==> config.mk <==
export PLATFORM = sky130hd
export DESIGN_NAME = matrix_token_input_flat
export DESIGN_NICKNAME = d
export VERILOG_FILES = /design/src/rtl/matrix_token_input_if.sv /design/src/rtl/matrix_token_input.sv /design/src/flat_wrapper.sv
export SDC_FILE = /design/constraint.sdc
export NUM_CORES = 1
export LEC_CHECK = 0
export CAP_MARGIN = 20
export CELL_PAD_IN_SITES_DETAIL_PLACEMENT = 0
export CELL_PAD_IN_SITES_GLOBAL_PLACEMENT = 2
export CORE_ASPECT_RATIO = 1.2
export CORE_MARGIN = 4
export CORE_UTILIZATION = 39
export CTS_CLUSTER_SIZE = 40
export DETAILED_ROUTE_END_ITERATION = 10
export GPL_ROUTABILITY_DRIVEN = 0
export GPL_TIMING_DRIVEN = 0
export PLACE_DENSITY = 0.84
export RECOVER_POWER = 50
export SETUP_SLACK_MARGIN = 0.3
export SYNTH_ARGS = -nofsm -noshare
export SYNTH_HDL_FRONTEND = slang
export SYNTH_SLANG_ARGS = --single-unit
export TNS_END_PERCENT = 30
==> constraint.sdc <==
create_clock -name clk -period 7.12 [get_ports clk]
set_input_delay 1.78 -clock clk [delete_from_list [all_inputs] [get_ports clk]]
set_output_delay 1.78 -clock clk [all_outputs]
set_load 0.02 [all_outputs]
==> src/rtl/matrix_token_input_if.sv <==
// UART byte input and matrix-storage command bus of the matrix entry block.
// master: token front end (drives wr_*, elem_cnt); slave: UART/storage side.
interface matrix_token_input_if #(
    parameter int DATA_W    = 8,
    parameter int ROW_IDX_W = 3,
    parameter int COL_IDX_W = 3
);
    logic [7:0]                     rx_data;
    logic                           rx_done;
    logic                           wr_cmd_new;
    logic [ROW_IDX_W-1:0]           wr_dims_r;
    logic [COL_IDX_W-1:0]           wr_dims_c;
    logic                           wr_cmd_single;
    logic [ROW_IDX_W-1:0]           wr_row_idx;
    logic [COL_IDX_W-1:0]           wr_col_idx;
    logic [DATA_W-1:0]              wr_data;
    logic [ROW_IDX_W+COL_IDX_W-1:0] elem_cnt;

    modport master (
        input  rx_data, rx_done,
        output wr_cmd_new, wr_dims_r, wr_dims_c, wr_cmd_single,
        output wr_row_idx, wr_col_idx, wr_data, elem_cnt
    );

    modport slave (
        output rx_data, rx_done,
        input  wr_cmd_new, wr_dims_r, wr_dims_c, wr_cmd_single,
        input  wr_row_idx, wr_col_idx, wr_data, elem_cnt
    );
endinterface

==> src/rtl/matrix_token_input.sv <==
// UART matrix entry: parses signed decimal tokens into dims + row-major elements.
// Ports: clk, rst_n, start_en, btn_exit, bus (rx in / wr out), busy, err, err_code, input_done.
module matrix_token_input #(
    parameter int DATA_W         = 8,
    parameter int MAX_ROWS       = 5,
    parameter int MAX_COLS       = 5,
    parameter int ROW_IDX_W      = 3,
    parameter int COL_IDX_W      = 3,
    parameter int VAL_MIN        = -128,
    parameter int VAL_MAX        = 127,
    parameter int TIMEOUT_CYCLES = 50_000_000
) (
    input  logic                        clk,
    input  logic                        rst_n,
    input  logic                        start_en,
    input  logic                        btn_exit,
    matrix_token_input_if.master        bus,
    output logic                        busy,
    output logic                        err,
    output logic [2:0]                  err_code,
    output logic                        input_done
);
    localparam int MW = DATA_W + 1;
    localparam int AW = DATA_W + 5;
    localparam int VW = DATA_W + 2;
    localparam int EW = ROW_IDX_W + COL_IDX_W;
    localparam int TW = $clog2(TIMEOUT_CYCLES + 1);

    localparam logic [AW-1:0]        SAT   = AW'(1) << DATA_W;
    localparam logic signed [VW-1:0] V_MIN = VW'(VAL_MIN);
    localparam logic signed [VW-1:0] V_MAX = VW'(VAL_MAX);
    localparam logic signed [VW-1:0] R_MAX = VW'(MAX_ROWS);
    localparam logic signed [VW-1:0] C_MAX = VW'(MAX_COLS);
    localparam logic signed [VW-1:0] V_ONE = VW'(1);

    localparam logic [2:0] E_CHAR = 3'd1;
    localparam logic [2:0] E_DIM  = 3'd2;
    localparam logic [2:0] E_VAL  = 3'd3;
    localparam logic [2:0] E_MIN  = 3'd4;

    typedef enum logic [3:0] {
        IDLE, GET_M, GET_N, CREATE, GET_ELEM,
        WRITE, PAD, NEXT, ERROR, DONE
    } state_t;

    state_t state, state_d;
    logic [2:0] code_d;

    logic [MW-1:0]        mag;
    logic                 neg, has_dig, ovf, pad_mode;
    logic [TW-1:0]        timer;
    logic [ROW_IDX_W-1:0] dims_r, row;
    logic [COL_IDX_W-1:0] dims_c, col;
    logic [EW-1:0]        cnt;
    logic [DATA_W-1:0]    data;
    logic                 new_q, single_q;

    logic is_dig, is_min, is_term, pending, tok_st, rx_v, illegal;
    logic timeout, force_end, end_tok, last;
    logic latch_r, latch_c, latch_v, set_pad;
    logic [AW-1:0]        acc;
    logic signed [VW-1:0] value;

    assign is_dig  = (bus.rx_data >= 8'h30) && (bus.rx_data <= 8'h39);
    assign is_min  = bus.rx_data == 8'h2D;
    assign is_term = (bus.rx_data == 8'h20) || (bus.rx_data == 8'h2C) ||
                     (bus.rx_data == 8'h0D) || (bus.rx_data == 8'h0A);
    assign pending = neg || has_dig;
    assign tok_st  = state inside {GET_M, GET_N, GET_ELEM};
    assign rx_v    = bus.rx_done && tok_st;
    // '-' is only legal as the first character of a token
    assign illegal = rx_v && !is_dig && !is_term && !(is_min && !pending);

    // a received byte always wins over timeout / forced padding
    assign timeout   = (state == GET_ELEM) && (timer == TW'(TIMEOUT_CYCLES));
    assign force_end = (state == GET_ELEM) && !bus.rx_done && (timeout || btn_exit);
    assign end_tok   = pending && ((rx_v && is_term) || force_end);

    assign acc   = AW'(mag) * AW'(10) + AW'(bus.rx_data[3:0]);
    assign value = neg ? -$signed(VW'(mag)) : $signed(VW'(mag));
    assign last  = (row == dims_r - ROW_IDX_W'(1)) &&
                   (col == dims_c - COL_IDX_W'(1));

    always_ff @(posedge clk or negedge rst_n) begin
        if (!rst_n) begin
            state    <= IDLE;
            err_code <= 3'd0;
        end else begin
            state    <= state_d;
            err_code <= code_d;
        end
    end

    always_comb begin
        state_d = state;
        code_d  = err_code;
        latch_r = 1'b0;
        latch_c = 1'b0;
        latch_v = 1'b0;
        set_pad = 1'b0;
        if (!start_en) begin
            state_d = IDLE;
        end else begin
            unique case (state)
                IDLE:   state_d = GET_M;
                GET_M: begin
                    if (illegal) begin
                        state_d = ERROR; code_d = E_CHAR;
                    end else if (end_tok) begin
                        if (!has_dig) begin
                            state_d = ERROR; code_d = E_MIN;
                        end else if (value >= V_ONE && value <= R_MAX) begin
                            latch_r = 1'b1; state_d = GET_N;
                        end else begin
                            state_d = ERROR; code_d = E_DIM;
                        end
                    end else if (btn_exit && !bus.rx_done && !pending) begin
                        state_d = DONE;
                    end
                end
                GET_N: begin
                    if (illegal) begin
                        state_d = ERROR; code_d = E_CHAR;
                    end else if (end_tok) begin
                        if (!has_dig) begin
                            state_d = ERROR; code_d = E_MIN;
                        end else if (value >= V_ONE && value <= C_MAX) begin
                            latch_c = 1'b1; state_d = CREATE;
                        end else begin
                            state_d = ERROR; code_d = E_DIM;
                        end
                    end
                end
                CREATE: state_d = GET_ELEM;
                GET_ELEM: begin
                    if (illegal) begin
                        state_d = ERROR; code_d = E_CHAR;
                    end else if (end_tok) begin
                        if (!has_dig) begin
                            state_d = ERROR; code_d = E_MIN;
                        end else if (ovf || value < V_MIN || value > V_MAX) begin
                            state_d = ERROR; code_d = E_VAL;
                        end else begin
                            latch_v = 1'b1;
                            set_pad = force_end;
                            state_d = WRITE;
                        end
                    end else if (force_end) begin
                        set_pad = 1'b1;
                        state_d = PAD;
                    end
                end
                WRITE, PAD: state_d = NEXT;
                NEXT: begin
                    if (last)          state_d = GET_M;
                    else if (pad_mode) state_d = PAD;
                    else               state_d = GET_ELEM;
                end
                ERROR, DONE: state_d = state;
                default: state_d = IDLE;
            endcase
        end
        if (state == IDLE) code_d = 3'd0;
    end

    always_ff @(posedge clk or negedge rst_n) begin
        if (!rst_n) begin
            mag      <= '0;
            neg      <= 1'b0;
            has_dig  <= 1'b0;
            ovf      <= 1'b0;
            pad_mode <= 1'b0;
            timer    <= '0;
            dims_r   <= '0;
            dims_c   <= '0;
            row      <= '0;
            col      <= '0;
            cnt      <= '0;
            data     <= '0;
            new_q    <= 1'b0;
            single_q <= 1'b0;
        end else begin
            // pulses are registered so a write lands two cycles after its terminator
            new_q    <= (state == CREATE) && start_en;
            single_q <= (state inside {WRITE, PAD}) && start_en;

            if (!tok_st || end_tok) begin
                mag     <= '0;
                neg     <= 1'b0;
                has_dig <= 1'b0;
                ovf     <= 1'b0;
            end else if (rx_v && is_dig) begin
                has_dig <= 1'b1;
                if (acc > SAT) begin
                    mag <= MW'(SAT);
                    ovf <= 1'b1;
                end else begin
                    mag <= acc[MW-1:0];
                end
            end else if (rx_v && is_min) begin
                neg <= 1'b1;
            end

            if (state != GET_ELEM || bus.rx_done) timer <= '0;
            else if (!timeout)                    timer <= timer + TW'(1);

            if (state inside {IDLE, CREATE} || (state == NEXT && last))
                pad_mode <= 1'b0;
            else if (set_pad)
                pad_mode <= 1'b1;

            if (latch_r) dims_r <= value[ROW_IDX_W-1:0];
            if (latch_c) dims_c <= value[COL_IDX_W-1:0];

            if (state == CREATE) begin
                row <= '0;
                col <= '0;
                cnt <= '0;
            end else if (state == NEXT) begin
                cnt <= cnt + EW'(1);
                if (col == dims_c - COL_IDX_W'(1)) begin
                    col <= '0;
                    row <= row + ROW_IDX_W'(1);
                end else begin
                    col <= col + COL_IDX_W'(1);
                end
            end

            if (latch_v)           data <= value[DATA_W-1:0];
            else if (state == PAD) data <= '0;
        end
    end

    assign bus.wr_cmd_new    = new_q;
    assign bus.wr_dims_r     = dims_r;
    assign bus.wr_dims_c     = dims_c;
    assign bus.wr_cmd_single = single_q;
    assign bus.wr_row_idx    = row;
    assign bus.wr_col_idx    = col;
    assign bus.wr_data       = data;
    assign bus.elem_cnt      = cnt;

    assign busy       = !(state inside {IDLE, DONE, ERROR});
    assign err        = state == ERROR;
    assign input_done = state == DONE;
endmodule

==> src/flat_wrapper.sv <==
// flat-port wrapper written by rule: the top's interface ports become plain ports
module matrix_token_input_flat 
#(
    parameter int DATA_W         = 8,
    parameter int MAX_ROWS       = 5,
    parameter int MAX_COLS       = 5,
    parameter int ROW_IDX_W      = 3,
    parameter int COL_IDX_W      = 3,
    parameter int VAL_MIN        = -128,
    parameter int VAL_MAX        = 127,
    parameter int TIMEOUT_CYCLES = 50_000_000
)
  (clk, rst_n, start_en, btn_exit, busy, err, err_code, input_done, bus_rx_data, bus_rx_done, bus_wr_cmd_new, bus_wr_dims_r, bus_wr_dims_c, bus_wr_cmd_single, bus_wr_row_idx, bus_wr_col_idx, bus_wr_data, bus_elem_cnt);
  matrix_token_input_if #(.DATA_W(DATA_W), .ROW_IDX_W(ROW_IDX_W), .COL_IDX_W(COL_IDX_W)) bus_i ();
  input  logic clk;
  input  logic rst_n;
  input  logic start_en;
  input  logic btn_exit;
  output logic busy;
  output logic err;
  output logic [2:0] err_code;
  output logic input_done;
  input wire logic [$bits(bus_i.rx_data)-1:0] bus_rx_data;
  input wire logic [$bits(bus_i.rx_done)-1:0] bus_rx_done;
  output wire logic [$bits(bus_i.wr_cmd_new)-1:0] bus_wr_cmd_new;
  output wire logic [$bits(bus_i.wr_dims_r)-1:0] bus_wr_dims_r;
  output wire logic [$bits(bus_i.wr_dims_c)-1:0] bus_wr_dims_c;
  output wire logic [$bits(bus_i.wr_cmd_single)-1:0] bus_wr_cmd_single;
  output wire logic [$bits(bus_i.wr_row_idx)-1:0] bus_wr_row_idx;
  output wire logic [$bits(bus_i.wr_col_idx)-1:0] bus_wr_col_idx;
  output wire logic [$bits(bus_i.wr_data)-1:0] bus_wr_data;
  output wire logic [$bits(bus_i.elem_cnt)-1:0] bus_elem_cnt;
  assign bus_i.rx_data = bus_rx_data;
  assign bus_i.rx_done = bus_rx_done;
  assign bus_wr_cmd_new = bus_i.wr_cmd_new;
  assign bus_wr_dims_r = bus_i.wr_dims_r;
  assign bus_wr_dims_c = bus_i.wr_dims_c;
  assign bus_wr_cmd_single = bus_i.wr_cmd_single;
  assign bus_wr_row_idx = bus_i.wr_row_idx;
  assign bus_wr_col_idx = bus_i.wr_col_idx;
  assign bus_wr_data = bus_i.wr_data;
  assign bus_elem_cnt = bus_i.elem_cnt;
  matrix_token_input #(.DATA_W(DATA_W), .MAX_ROWS(MAX_ROWS), .MAX_COLS(MAX_COLS), .ROW_IDX_W(ROW_IDX_W), .COL_IDX_W(COL_IDX_W), .VAL_MIN(VAL_MIN), .VAL_MAX(VAL_MAX), .TIMEOUT_CYCLES(TIMEOUT_CYCLES)) u_core (.clk(clk), .rst_n(rst_n), .start_en(start_en), .btn_exit(btn_exit), .bus(bus_i), .busy(busy), .err(err), .err_code(err_code), .input_done(input_done));
endmodule
# Word level (Yosys, flattened, before mapping)
# Index checks and enable logic that the tools add are counted.
# word_totals
reg_bits	74
in_bits	13
output_inout_bits	34
word_cells	196
# op_classes
addsub	8
multipliers	1
magnitude_cmp	7
n_eq_ne	28
n_mux	76
n_reduce_logical	60
# ops
cell	count
4-bit 2-to-1 mux	16
26-bit 2-to-1 mux	2
3-bit 2-to-1 mux	16
4-bit one-hot mux with 8 select lines	1
1-bit 2-to-1 mux	31
9-bit 2-to-1 mux	3
26-bit by 1-bit adder with 26-bit output (second input constant)	1
26-bit equality test (second input constant)	1
8-bit by 6-bit equality test with 1-bit output (second input constant)	3
1-bit logical AND	20
2-bit nonzero test	10
4-bit by 3-bit equality test with 1-bit output (second input constant)	4
8-bit by 4-bit equality test with 1-bit output (second input constant)	2
8-bit 2-to-1 mux	2
13-bit by 4-bit adder with 13-bit output	1
13-bit by 9-bit greater-than comparator with 1-bit output (second input constant)	1
9-bit by 3-bit multiplier with 12-bit output (second input constant)	1
6-bit 2-to-1 mux	2
1-bit logical OR	11
10-bit by 2-bit greater-or-equal comparator with 1-bit output (second input constant)	1
10-bit by 8-bit greater-than comparator with 1-bit output (second input constant)	1
10-bit by 4-bit <= comparator with 1-bit output (second input constant)	1
10-bit by 8-bit less-than comparator with 1-bit output (second input constant)	1
10-bit 2-to-1 mux	1
27 further kinds	47

# Depth between registers and ports, before layout
# logic_depth
word_depth	13
ltp_mapped	11
depth_no_buf	10

# Least setup slack after synthesis
# No wires, ideal clock.
# synth_timing
path_kind	input to register
start	in bus_rx_data[1]
end	reg u_core.mag[5]
setup_time_ps	70
t_arrival_ps	3916
t_required_ps	7050
path_slack_ps	3134
cell_stages	9
path_buffers	0
cell_sequence	ha_1 fa_1 a21o_1 nand2_1 nor2_1 and3_1 mux2_2 nor4_2 a32o_1
# synth_between
elab_chain_cells	9
word_cells_on_any_way	21
classes_between	add/sub: 1; order compare: 3; eq/ne: 4; mux: 3; reduce/logical: 10
# synth_lines
item	line_no	rtl
start, declared	flat_wrapper.sv:23	input wire logic [$bits(bus_i.rx_data)-1:0] bus_rx_data;
branches (longest 9 deep; another with 13-bit by 4-bit adder with 13-bit output)	-	
end signal, assigned	matrix_token_input.sv:195	mag <= MW'(SAT);
end signal, assigned	matrix_token_input.sv:198	mag <= acc[MW-1:0];
end, declared	matrix_token_input.sv:49	logic [MW-1:0] mag;
# Several ways; the timed one is not identified. The select of a mux whose other input is x is not followed.
# A chain may end at the register's enable or synchronous reset.

==> impl_metrics.json <==
{
  "tns_ps": 0,
  "path_common_cell": "clkbuf_1",
  "clock_path_buffers": 2,
  "clk_pin_slew_worst_paths_ps": 60,
  "vias": 4168,
  "grt_start_max_net_pins": 44,
  "ctsResizeCount": 0,
  "cts-buffers-inserted": 9,
  "ios": 47,
  "clk-insertion-delay-late_ps": 330,
  "drtIter0Drc": 264,
  "cts.sinks": 74,
  "synthDominantCellAreaShare": 0.377,
  "dp_hpwl_um": 9430,
  "synthArstFlopShare": 1.00,
  "cts_hold_buf": 0,
  "max-vdd-ir-drop_mv": 0.137,
  "slew_headroom": -0.610,
  "cts_setup_buffers": 0,
  "yosysUniqueCellTypes": 68,
  "slew_violations": 77,
  "synth.cell_area_um2": 4910,
  "synth_seq_area_share": 0.377,
  "worst-r2r-cell-count": 10,
  "fin_skew_ps": 9.76,
  "max_freq_ghz": 0.201,
  "cts-root-buf": "clkbuf_16",
  "power_density_nw_per_um2": 187,
  "synthTopCellsByCount": "dfrtp_1, nor2_1, nand2_1, xnor2_1",
  "path_delay_family": "buffers and inverters",
  "power.total_mw": 1.10,
  "die_width_um": 110,
  "crit_slowest_cell": "clkbuf_1",
  "p_leak_nw": 2.38,
  "end_kind": "asynchronous set/reset pin",
  "critPathKind": "in2async",
  "violations": "capacitance limit, slew limit",
  "synth_edf_count": 0,
  "crit_chain": "clkbuf_1 -> clkbuf_1",
  "fp.coreArea_um2": 12200,
  "antennaDiodeCount": 0,
  "synth_area_per_cell_um2": 9.12,
  "wl_per_cell_um": 16.3,
  "crit_required_ps": 7050,
  "portBuffers": 45,
  "netlist_top_cells_area": "dfrtp_1, ha_1, xnor2_1",
  "rows": 44,
  "period_needed_ps": 4970,
  "r2r_setup_slack_ps": 3360,
  "ant_nets": 0,
  "post-synth-top-area-cell": "dfrtp_1",
  "report.final.hold_viol_count": 0,
  "worst_pin_slew_ps": 2420,
  "grt_antenna_before_repair": 0,
  "drive_gt1_frac": 0.0751,
  "dr.pass1.iters": 5,
  "r2r_start": "u_core.mag[1]$_DFFE_PN0P_",
  "initial_utilization": 0.402,
  "final_area_um2": 5850,
  "fillers": 1215,
  "worstPathMaxFanout": 43,
  "cts-htree-levels": 3,
  "syn_to_final_growth_pct": 19.2,
  "run_status": "complete, but fails checks",
  "rsz0062_at_grt": "false",
  "gr-usage-all-layers": 0.178,
  "critical_path.startpoint": "rst_n",
  "min_path_type": "reg2reg",
  "routed_wl_um": 12400,
  "die_h_um": 131,
  "via_per_inst": 5.48,
  "cts_tree": "yes",
  "synth_fp_nets": 578,
  "layout.nets": 635,
  "path_buf_inv": 2,
  "dieArea_um2": 14500,
  "setup_viol": 0,
  "grt_overflow_total": 0,
  "critPathMaxStageDelay_ps": 1800,
  "drv_cap": 2,
  "crit_path_start_kind": "input port",
  "grt_pass1_wl_um": 21000,
  "r2r-end": "u_core.mag[6]$_DFFE_PN0P_",
  "cp.depth": 2,
  "place_area_um2": 5590,
  "hold_start": "u_core.err_code[1]$_DFFE_PN0P_",
  "crit_end": "u_core.bus.wr_dims_r[0]$_DFFE_PN0P_",
  "yosysMostFrequentCell": "dfrtp_1",
  "fin_crit_sh": 0.699,
  "postSynthCellCount": 538,
  "synth_ff_type": "dfrtp_1",
  "synth_warnings": 0,
  "grt_pass1_vias": 4322,
  "drc": 0,
  "synth-seq-cells": 74,
  "worstPathArrival_ps": 4900
}
## worst min-delay path by stage
stage	end	slack, ps	cells past startpoint
2_1_floorplan	u_core.ovf$_DFFE_PN0P_	450	2
3_3_place_gp	u_core.err_code[2]$_DFFE_PN0P_	480	1
3_5_place_dp	u_core.err_code[2]$_DFFE_PN0P_	490	1
4_1_cts	u_core.ovf$_DFFE_PN0P_	500	2
5_1_grt	u_core.err_code[2]$_DFFE_PN0P_	530	1
6_report	u_core.err_code[1]$_DFFE_PN0P_	500	1
## through the flow
step	setup slack [ps]	util	hold slack (ps)	std cells
floorplan	3130	-	450	538
global placement	1550	0.455	477	744
detailed placement	2210	0.457	486	745
CTS	2550	0.481	505	760
global route	1260	0.479	533	760
finish	2150	0.479	497	760
## cells in the final DEF, fill, tap and decap left out, drive strengths merged, types with 7 or more instances in the layout
master and instances:
o21ai 30, inv 25, nand2b 7, a32o 8, xnor2 31, nor3 18, nand2 35, clkbuf 25
a21oi 15, ha 25, a211oi 8, dfrtp 74, nor4 11, mux2 7, xor2 22, nand4 11
nor2 69, a31oi 7, clkdlybuf4s50 43, nand3 25
## flip-flops by register name (all words and copies together), names as in the netlist
signal / cells
u_core.bus.wr_row_idx: 3
u_core.pad_mode: 1
u_core.state: 4
u_core.neg: 1
u_core.bus.wr_cmd_single: 1
u_core.bus.wr_data: 8
u_core.bus.wr_dims_r: 3
u_core.has_dig: 1
u_core.bus.wr_col_idx: 3
u_core.mag: 9
u_core.bus.wr_cmd_new: 1
u_core.bus.elem_cnt: 6
u_core.timer: 26
u_core.err_code: 3
u_core.ovf: 1
u_core.bus.wr_dims_c: 3
## where the power goes
group / internal (mW) / switching [mW]
sequential: 0.430 / 0.00783
combinational: 0.0733 / 0.127
clock: 0.278 / 0.179
## layer usage
metal / wire, um / part of all wire / up-vias / global-route usage
met5: 0 / 0 / - / 0
met4: 212 / 0.017 / 0 / 0.0601
met3: 326 / 0.026 / 15 / 0.0295
met2: 6500 / 0.52 / 70 / 0.329
met1: 5370 / 0.43 / 2029 / 0.211
li1: - / - / 2054 / -
## cell type report
type	count	area, um2	area share
Multi-Input combinational cell	420	2870	0.490
Sequential cell	74	1850	0.316
Timing Repair Buffer	46	448	0.0765
Clock buffer	10	239	0.0408
Tap cell	161	201	0.0344
Buffer	19	96.3	0.0165
Inverter	25	93.8	0.0160
Clock inverter	5	55.1	0.00941
## kinds of logic (layout without fill, tap and decap cells)
logic type	Yosys count	after routing	share of synthesized area
and+or+nand+nor	217	217	0.229
muxes	13	13	0.0283
AOI/OAI and AO/OA	110	110	0.161
adders and majority gates	27	27	0.0719
buffers and inverters	44	105	0.0387
DFF	74	74	0.377
xor gates and xnor gates	53	53	0.0946
(Power assumes the default switching activity.)
